`src/rtl/ila_capture_controller.sv`:
```
// ila_capture_controller
// Sequences the write port of an external circular sample RAM through
// pre-trigger fill, armed wait, post-trigger capture and done, and reports
// where the captured window lives so readout can unload it in order.
//
// State table:
//   state   | meaning
//   S_IDLE  | no capture in progress, no writes
//   S_FILL  | pre-trigger fill, one write per cycle, trigger ignored
//   S_ARMED | circular write every cycle, waiting for trigger
//   S_POST  | post-trigger capture, trigger ignored
//   S_DONE  | writes stopped, trig_addr/start_addr/done held
//
// Ports:
//   clock_i, reset_i         clock, synchronous active-high reset
//   arm_i, abort_i           start pulse (IDLE/DONE only), forced return to IDLE
//   trigger_i                one-cycle trigger aligned with probe_data_i
//   pre_count_i/post_count_i window configuration, latched on accepted arm
//   probe_data_i             sample bus
//   wr_en_o/wr_addr_o/wr_data_o  RAM write port
//   busy_o/armed_o/done_o    status decoded from the state register
//   trig_addr_o/start_addr_o location of trigger sample and window start
module ila_capture_controller #(
    parameter int ADDR_WIDTH = 4,
    parameter int DATA_WIDTH = 32
) (
    input  logic                  clock_i,
    input  logic                  reset_i,
    input  logic                  arm_i,
    input  logic                  abort_i,
    input  logic                  trigger_i,
    input  logic [ADDR_WIDTH-1:0] pre_count_i,
    input  logic [ADDR_WIDTH-1:0] post_count_i,
    input  logic [DATA_WIDTH-1:0] probe_data_i,
    output logic                  wr_en_o,
    output logic [ADDR_WIDTH-1:0] wr_addr_o,
    output logic [DATA_WIDTH-1:0] wr_data_o,
    output logic                  busy_o,
    output logic                  armed_o,
    output logic                  done_o,
    output logic [ADDR_WIDTH-1:0] trig_addr_o,
    output logic [ADDR_WIDTH-1:0] start_addr_o
);

    typedef enum logic [2:0] {
        S_IDLE  = 3'd0,
        S_FILL  = 3'd1,
        S_ARMED = 3'd2,
        S_POST  = 3'd3,
        S_DONE  = 3'd4
    } state_t;

    localparam logic [ADDR_WIDTH-1:0] ONE = ADDR_WIDTH'(1);

    state_t                state_q, state_d;
    logic [ADDR_WIDTH-1:0] addr_q, addr_d;
    logic [ADDR_WIDTH-1:0] cnt_q, cnt_d;
    logic [ADDR_WIDTH-1:0] pre_q, pre_d;
    logic [ADDR_WIDTH-1:0] post_q, post_d;
    logic [ADDR_WIDTH-1:0] trig_addr_q, trig_addr_d;
    logic [ADDR_WIDTH-1:0] start_addr_q, start_addr_d;

    // State and datapath registers
    always_ff @(posedge clock_i) begin
        if (reset_i) begin
            state_q      <= S_IDLE;
            addr_q       <= '0;
            cnt_q        <= '0;
            pre_q        <= '0;
            post_q       <= '0;
            trig_addr_q  <= '0;
            start_addr_q <= '0;
        end else begin
            state_q      <= state_d;
            addr_q       <= addr_d;
            cnt_q        <= cnt_d;
            pre_q        <= pre_d;
            post_q       <= post_d;
            trig_addr_q  <= trig_addr_d;
            start_addr_q <= start_addr_d;
        end
    end

    // Next-state and datapath update
    always_comb begin
        state_d      = state_q;
        addr_d       = addr_q;
        cnt_d        = cnt_q;
        pre_d        = pre_q;
        post_d       = post_q;
        trig_addr_d  = trig_addr_q;
        start_addr_d = start_addr_q;

        if (abort_i) begin
            state_d = S_IDLE;
        end else begin
            unique case (state_q)
                S_IDLE, S_DONE: begin
                    if (arm_i) begin
                        pre_d   = pre_count_i;
                        post_d  = post_count_i;
                        addr_d  = '0;
                        cnt_d   = '0;
                        state_d = (pre_count_i != '0) ? S_FILL : S_ARMED;
                    end
                end
                S_FILL: begin
                    addr_d = addr_q + ONE;
                    cnt_d  = cnt_q + ONE;
                    if (cnt_q == pre_q - ONE) begin
                        state_d = S_ARMED;
                    end
                end
                S_ARMED: begin
                    addr_d = addr_q + ONE;
                    if (trigger_i) begin
                        trig_addr_d  = addr_q;
                        // Window start wraps naturally in ADDR_WIDTH bits.
                        start_addr_d = addr_q - pre_q;
                        cnt_d        = '0;
                        state_d      = (post_q == '0) ? S_DONE : S_POST;
                    end
                end
                S_POST: begin
                    addr_d = addr_q + ONE;
                    cnt_d  = cnt_q + ONE;
                    if (cnt_q == post_q - ONE) begin
                        state_d = S_DONE;
                    end
                end
                default: state_d = S_IDLE;
            endcase
        end
    end

    // Outputs decoded from registers only
    always_comb begin
        busy_o  = (state_q == S_FILL) || (state_q == S_ARMED) || (state_q == S_POST);
        armed_o = (state_q == S_ARMED);
        done_o  = (state_q == S_DONE);
        wr_en_o = busy_o;
    end

    assign wr_addr_o    = addr_q;
    assign wr_data_o    = probe_data_i;
    assign trig_addr_o  = trig_addr_q;
    assign start_addr_o = start_addr_q;

endmodule

```
`config.mk`:
```
export PLATFORM = sky130hd
export DESIGN_NAME = ila_capture_controller
export DESIGN_NICKNAME = d
export VERILOG_FILES = /design/src/rtl/ila_capture_controller.sv
export SDC_FILE = /design/constraint.sdc
export NUM_CORES = 1
export LEC_CHECK = 0
export CAP_MARGIN = 20
export CELL_PAD_IN_SITES_DETAIL_PLACEMENT = 1
export CELL_PAD_IN_SITES_GLOBAL_PLACEMENT = 1
export CORE_MARGIN = 4
export CORE_UTILIZATION = 29
export CTS_CLUSTER_DIAMETER = 120
export DETAILED_ROUTE_END_ITERATION = 10
export GPL_TIMING_DRIVEN = 0
export PLACE_DENSITY = 0.95
export SYNTH_ARGS = -nofsm -noshare
export SYNTH_HDL_FRONTEND = slang
export SYNTH_SLANG_ARGS = --single-unit
```
`constraint.sdc`:
```
create_clock -name clock_i -period 3.9 [get_ports clock_i]
set_clock_uncertainty 0.1 [all_clocks]
set_input_delay 0.78 -clock clock_i [delete_from_list [all_inputs] [get_ports clock_i]]
set_output_delay 0.78 -clock clock_i [all_outputs]
set_load 0.01 [all_outputs]
```
Word level (Yosys, flattened, before mapping). Cells that the tools add are included.

Register bits after elaboration: 27. Bits of input ports: 45. Output and inout port bits: 48. Word-level logic and storage cells: 50.

Add/subtract/negate cells: 5. Equality and inequality tests: 10. Mux-type cells: 11. Bitwise operators: 1. Reduce and logical (&&, ||, !) cells: 16.

Operators with widths (number): two-way mux 3 bit (5); one-hot mux 3 bit (4 select lines) (1); one-hot mux 4 bit (3 select lines) (1); AND reduction 3 bit (3); adder 4 x 1 -> 4 bit, second input constant (2); == test 4 bit (2); two-way mux 4 bit (2); != test 2 bit, second input constant (4); one-hot mux 4 bit (2 select lines) (1); AND reduction 4 bit (2); subtractor 4 x 1 -> 4 bit, second input constant (2); == test 3 x 2 -> 1 bit, second input constant (2); OR reduction 2 bit (3); zero test 4 bit (1); nonzero test 4 bit (1); subtractor 4 bit (1); == test 3 x 1 -> 1 bit, second input constant (1); == test 3 bit, second input constant (1); zero test 3 bit (1); nonzero test 3 bit (1); OR reduction 3 bit (1); logical OR 1 bit (2); two-way mux 2 bit (1); nonzero test 2 bit (1); inverter 1 bit (1).

Logic depth before layout (Yosys ltp). Gate-level depths: netlist of run 1.

Depth after elaboration: 4. Depth in mapped cells: 7. Depth with buffers taken out: 7.

Worst setup path before layout of run 1. OpenSTA, ideal clock, no wires.

Path type: flip-flop to flip-flop. From: register post_q[0]. To: register state_q[0]. Library setup time: 0.115 ns. Data arrival time: 1.743 ns. Required time: 3.685 ns. Slack: 1.942 ns. Stages on the path, launching flop included: 8. Path buffers: 0. Clock period less this slack: 1.958 ns. Cell sequence: dfxtp_1 inv_1 ha_1 xor2_1 nand2_1 o311a_1 or3_4 o21a_1.

Longest elaborated chain between the ends: 4. Elaborated cells between the ends (all ways): 8. Classes of those cells: add/sub (1); eq/ne (2); mux (3); reduce/logical (2).

RTL lines: start: declaration (line 59) `logic [ADDR_WIDTH-1:0] post_q, post_d;`; start signal: assignment (line 78) `post_q <= post_d;`; subtractor 4 x 1 -> 4 bit or zero test 4 bit (tied branches) (line 127, 121); == test 4 bit or two-way mux 3 bit (tied branches) (line 127, 121); != test 2 bit (no source line) or two-way mux 3 bit (tied branches); AND reduction 4 bit (no source line) or one-hot mux 3 bit (4 select lines) (tied branches); end signal: assignment (line 74) `state_q <= state_d;`; end: declaration (line 55) `state_t state_q, state_d;`.

Parallel ways exist; a longest one is shown, timed or not. The select of a mux whose other input is x is not followed. A chain may end at the register's enable or synchronous reset.

Final worst setup path of run 1.
From: register state_q[1]. To: output wr_en_o.

Longest elaborated chain between the ends: 3. Elaborated cells between the ends (all ways): 5. Classes of those cells: eq/ne (3); reduce/logical (2).

RTL lines: == test 3 x 1 -> 1 bit or == test 3 x 2 -> 1 bit (tied branches) (line 138) `busy_o = (state_q == S_FILL) || (state_q == S_ARMED) || (state_q == S_POST);`; logical OR 1 bit (line 138); logical OR 1 bit (*) (line 138); end: declaration (line 35) `output logic wr_en_o,`.

Every way passes the cells marked *; elsewhere a longest branch is shown, timed or not.

==> results of run 1 <==
==> cells by family (layout without fill, tap and decap cells) <==
family / count (synthesis) / after routing
AOI/OAI and AO/OA: 34 / 34
buffers and inverters: 51 / 113
DFF: 27 / 27
adders and majority gates: 9 / 9
and+or+nand+nor: 72 / 72
muxes: 7 / 7
xor gates and xnor gates: 15 / 15
==> cell type report <==
cell class                      count  share of cell area
Sequential cell                    27              0.2195
Clock inverter                      1            0.002033
Inverter                           11             0.01677
Buffer                             40              0.1128
Multi-Input combinational cell    137              0.3598
Tap cell                           72             0.03659
Clock buffer                        3             0.01677
Timing Repair Buffer               58              0.2358
==> per-layer routing <==
layer	vias up	part of all wire	routed length (µm)	track usage
met2	57	0.50	2540	0.2479
met4	0	0.0079	40	0.03022
met5	-	0	0	0
met3	5	0.065	332	0.02402
met1	807	0.43	2165	0.1643
li1	802	-	-	-
==> stage by stage <==
stage / instances / hold slack [ps] / setup WS [ps] / power, mW
after floorplan: 215 / 360.3 / 1942 / 0.3893
after global placement: 345 / 370.2 / 1344 / 0.4510
after detailed placement: 345 / 385.5 / 1311 / 0.4581
after CTS: 349 / 406.2 / 1180 / 0.6212
after global routing: 349 / 430.8 / 1036 / 0.6472
final: 349 / 403.7 / 1200 / 0.6144
==> flip-flops by register name, summed over array words and instances, names as in the netlist <==
signal        flops
wr_addr_o         4
cnt_q             4
pre_q             4
start_addr_o      4
trig_addr_o       4
post_q            4
state_q           3
==> cells in the final DEF, fill, tap and decap left out, drive strengths merged, types with 7 or more instances in the layout <==
master         synthesis  final
buf                   36     36
mux2i                  7      7
clkdlybuf4s50          0     58
dfxtp                 27     27
ha                     8      8
clkbuf                 4      7
inv                   11     11
nand2                 23     23
a21oi                 17     17
xnor2                 10     10
nor2                  21     21
==> where the power goes <==
part | leakage [nW] | switching [mW] | internal [mW] | total [mW]
Clock | 0.0255 | 0.0917 | 0.0718 | 0.164
Combinational | 0.732 | 0.0685 | 0.0934 | 0.162
Sequential | 0.219 | 0.00726 | 0.282 | 0.289
==> worst register-to-register path, stage by stage (launching register included) <==
cell	delay (ps)
dfxtp_1	400
inv_1	90
ha_1	300
xor2_1	140
nand2_1	90
o311a_1	340
or3_4	370
o21a_1	190
==> worst max path at each step <==
stage / startpoint / to / depth (start not counted)
final: state_q[1] / wr_en_o / 5
after global routing: state_q[1] / wr_en_o / 5
after CTS: state_q[1] / wr_en_o / 5
after detailed placement: trigger_i / cnt_q[3] / 6
after global placement: arm_i / wr_addr_o[2] / 6
after floorplan: post_q[0] / state_q[0] / 7
==> results_dict.tcl, run 1 <==
set metrics [dict create \
    status "completed" \
    multi_input_area_um2 885.9 \
    crit-reg2reg-launch "post_q[0]" \
    reg2reg_depth 7 \
    drt_pre_antenna_iters 4 \
    drt-total-wl_um 5079 \
    grt_max_degree 16 \
    cts.sinks 27 \
    synth_top_family_by_area "simple AND/OR/NAND/NOR gates" \
    muxShareOfSynthArea 0.04014 \
    yosys.area_share.adder 0.06882 \
    vias 1671 \
    syn_area_um2 1745 \
    ios 93 \
    drtAntennaViolNets 0 \
    yosys.cell_count.top_type "buf_4" \
    n_antenna_cell 0 \
    hold-path-endpoint "post_q[1]" \
    cap_violations 0 \
    wl_per_cell_um 14.55 \
    nets 332 \
    worst-path-buf-inv 4 \
    ys_types 39 \
    grt-ovfl-total 0 \
    clock_latency_ps 280 \
    fmax_mhz 370.4 \
    post_cts_resize_count 0 \
    row_count 27 \
    synth_cells 215 \
    dr.first_iter.drc_count 97 \
    initial_core_util 0.3075 \
    synth.area.top_cells "dfxtp_1 31%, buf_4 14%, ha_1 5.7%" \
    fp.dieW_um 85.58 \
    crit_slowest_cell "clkdlybuf4s50_1" \
    hold_class "reg2reg" \
    area_growth_pct 41.08 \
    fin_tns_setup_ps 0 \
    vias_per_cell 4.788 \
    crit_family "buffers and inverters" \
    cts_inserted_buffers 3 \
    synth_edf_count 0 \
    ir_drop_mv 0.1178 \
    synth.top_cell.area_share 0.3097 \
    ys_top_cells_by_count "33 x buf_4, 27 x dfxtp_1, 23 x nand2_1, 20 x nor2_1, 17 x a21oi_1" \
    syn-mean-instance-area_um2 8.118 \
    crit_chain "buf_2 -> o21bai_1 -> inv_1 -> buf_4 -> clkdlybuf4s50_1" \
    relSlewSlack 0.6701 \
    leakage_nw 0.9761 \
    io_buffer_count 58 \
    cp-end-kind "primary output" \
    final_area_um2 2462 \
    yosys_most_used_dff "dfxtp_1" \
    grt_usage 0.1355 \
    cts_buffer_depth 2 \
    grt_pass1_wl_um 8093 \
    r2r-end "state_q[0]" \
    fin_crit_ps 2700 \
    rsz0062_at_grt "no" \
    final-hold-violation-count 0 \
    synth-seq-area-share 0.3097 \
    synth_async_sr_flop_share 0 \
    power.density_nw_per_um2 249.5 \
    min_path_cells 2 \
    postPlaceCellArea_um2 2416 \
    max_stage_delay_ps 460 \
    criticalPathCategory "reg2out" \
    min_from "post_q[1]" \
    synth-xor-area-share 0.07527 \
    antenna_found_initial 0 \
    place_hpwl_um 4134 \
    cts_tree "built" \
    die_area_um2 7324 \
    die_y_um 85.58 \
    fill_cells 696 \
    tightest_slew_ps 494.9 \
    core_um2 5675 \
    synth_top_area_cell "dfxtp_1" \
    final_max_slew_viol_count 0 \
    crit_path_start_kind "flop" \
    synth_nets 269 \
    cts.clk_slew.worst_paths_ps 90 \
    cts.hold.buffers_added 0 \
    seq_area_um2 540.5 \
    drive_gt1_frac 0.1697 \
    worstPathArrival_ps 1820 \
    globalplace.congestion 0.7765 \
    h-tree-depth 1 \
    synth-seq-cells 27 \
    cp_max_fo 10 \
    setup_violations 0 \
    synth-compound-area-share 0.1197 \
    first_global_vias 1715 \
    cts_setup_buffers 0 \
    r2r_setup_slack_ps 1780 \
    synth-simple-area-share 0.2036 \
    fin_util 0.4339 \
    route.detailed.drc 0 \
    fin_crit_sh 0.6922 \
    cts_root_buf "clkbuf_8" \
    yosysWarnings 0 \
    crit_required_ps 3020 \
]
(Power assumes the default switching activity.)
==> run 2: changes to the inputs <==
- CORE_UTILIZATION: 29 -> 25
- PLACE_DENSITY: 0.95 -> 0.88
- clock period: 3.9 -> 2.4 ns (I/O delays scaled with it)
==> run 2 against run 1 <==
Wire length down 5.1%; hold slack better by 0.87 ps; non-clock buffer count is the same; via count fell by 0.54%; sequential cell count unchanged; count of clock-buffer cells in the layout increased by 1; combinational power is 62% higher; setup slack worse by 1100 ps; sequential share of layout area fell by 0.35 points; first-iteration DRC count down 13%; critical path depth unchanged; critical path type unchanged; critical endpoint unchanged; largest cell class unchanged.
==> results_dict.tcl, run 2 (synthesis results as in run 1) <==
set metrics [dict create \
    mostFrequentLayoutCell "clkdlybuf4s50_1" \
    power_switching_mw 0.2665 \
    reg2reg_depth 7 \
    clkPwrFrac 0.264 \
    crit_required_ps 1820 \
    r2r-end "state_q[0]" \
    cp_max_fo 10 \
    setup_violations 0 \
    sw_frac_of_total 0.2676 \
    h-tree-depth 1 \
    final-hold-violation-count 0 \
    place_ws_ps 104.5 \
    n_antenna_cell 0 \
    cts_setup_buffers 0 \
    final_max_slew_viol_count 0 \
    fin_crit_ps 2285 \
    fin_tns_setup_ps 0 \
    vias 1662 \
    drt-total-wl_um 4821 \
    status "completed" \
    layout_common_cells "58 x clkdlybuf4s50_1, 33 x buf_4, 27 x dfxtp_1" \
    fmax_mhz 437.6 \
    cts_inserted_buffers 3 \
    drive_gt1_frac 0.1769 \
    die_y_um 91.56 \
    io_buffer_count 58 \
    nets 332 \
    r2r_setup_slack_ps 300 \
    ir_drop_mv 0.2390 \
    cp-end-kind "primary output" \
    tightest_slew_ps 538.9 \
    worst_slack_ps 114.9 \
    cts_buffer_depth 2 \
    place_inst 369 \
    grt_max_degree 15 \
    first_global_vias 1730 \
    ios 93 \
    dr.first_iter.drc_count 84 \
    drt_pre_antenna_iters 4 \
    rsz0062_at_grt "no" \
    power.density_nw_per_um2 397.9 \
    worstPathArrival_ps 1710 \
    drtAntennaViolNets 0 \
    fin_util 0.3683 \
    grt_pass1_wl_um 7900 \
    grt-ovfl-total 0 \
    place_hpwl_um 3893 \
    vias_per_cell 4.456 \
    cts.sinks 27 \
    criticalPathCategory "reg2out" \
    min_from "start_addr_o[3]" \
    cap_violations 0 \
    antenna_found_initial 0 \
    min_path_cells 2 \
    initial_core_util 0.2569 \
    seqPwrFrac 0.472 \
    postPlaceCellArea_um2 2446 \
    cts_root_buf "clkbuf_8" \
    die_area_um2 8382 \
    fin_cells 373 \
    wl_per_cell_um 12.92 \
    hold_ws_ps 404.6 \
    p_comb_frac 0.264 \
    hold_class "reg2reg" \
    finalPower_mw 0.9956 \
    fp.dieW_um 91.56 \
    cts_tree "built" \
    p_int_mw 0.7292 \
    crit_path_start_kind "flop" \
    globalplace.congestion 0.8154 \
    route.detailed.drc 0 \
    fin_crit_sh 0.9521 \
    grt_usage 0.1139 \
    final_area_um2 2502 \
    crit-reg2reg-launch "post_q[0]" \
    row_count 30 \
    cts.clk_slew.worst_paths_ps 90 \
    area_growth_pct 43.37 \
    hold-path-endpoint "start_addr_o[3]" \
    relSlewSlack 0.6407 \
    clock_latency_ps 270 \
    core_um2 6794 \
    leakage_nw 0.9799 \
]
[run 2: cell types whose count changed in the layout (fill, tap and decap cells not counted), sizes merged]
| cell | delta |
|---|---|
| clkbuf | +1 |
| clkinv | -1 |
[run 2: worst max-delay path, stage by stage (launching register included)]
cell and delay [ps]:
dfxtp_1 320, buf_2 180, o21bai_2 260, inv_1 80, buf_4 130, clkdlybuf4s50_1 460
[run 2: layer usage]
metal	part of all wire	vias up	GRT usage
li1	-	810	-
met1	0.43	774	0.1414
met2	0.47	71	0.1923
met3	0.094	7	0.02817
met4	0.013	0	0.03518
met5	0	-	0
[run 2: timing repair]
| item | in CTS | in global routing |
|---|---|---|
| gates resized for setup | 2 | 1 |
| endpoints found under the hold margin | 0 | 0 |
| pin swaps | 0 | 0 |
| hold buffers | 0 | 0 |
| setup endpoints to repair | 2 | 1 |
[run 2: cell type report]
type                            count  area [µm²]
Sequential cell                    27       540.5
Fill cell                         822        4292
Inverter                           11       41.29
Timing Repair Buffer               58       580.6
Multi-Input combinational cell    137       897.1
Buffer                             40       277.8
Clock buffer                        4       45.04
Tap cell                           96       120.1
[run 2: power by group through the flow]
stage	Clock (mW)	Combinational (mW)	Sequential (mW)
after CTS	0.273	0.265	0.470
after global placement	0	0.255	0.480
after detailed placement	0	0.262	0.480
after floorplan	0	0.155	0.478
final	0.263	0.262	0.470
after global routing	0.286	0.287	0.472
[run 2: worst max-delay path by stage]
| stage | startpoint | end | slack (ps) | cells after the start |
|---|---|---|---|---|
| 2_1_floorplan | post_q[0] | state_q[0] | 440 | 7 |
| 3_3_place_gp | arm_i | wr_addr_o[2] | 140 | 6 |
| 3_5_place_dp | arm_i | wr_addr_o[2] | 100 | 6 |
| 4_1_cts | state_q[1] | done_o | 80 | 5 |
| 5_1_grt | state_q[1] | done_o | 10 | 5 |
| 6_report | state_q[1] | wr_en_o | 110 | 5 |
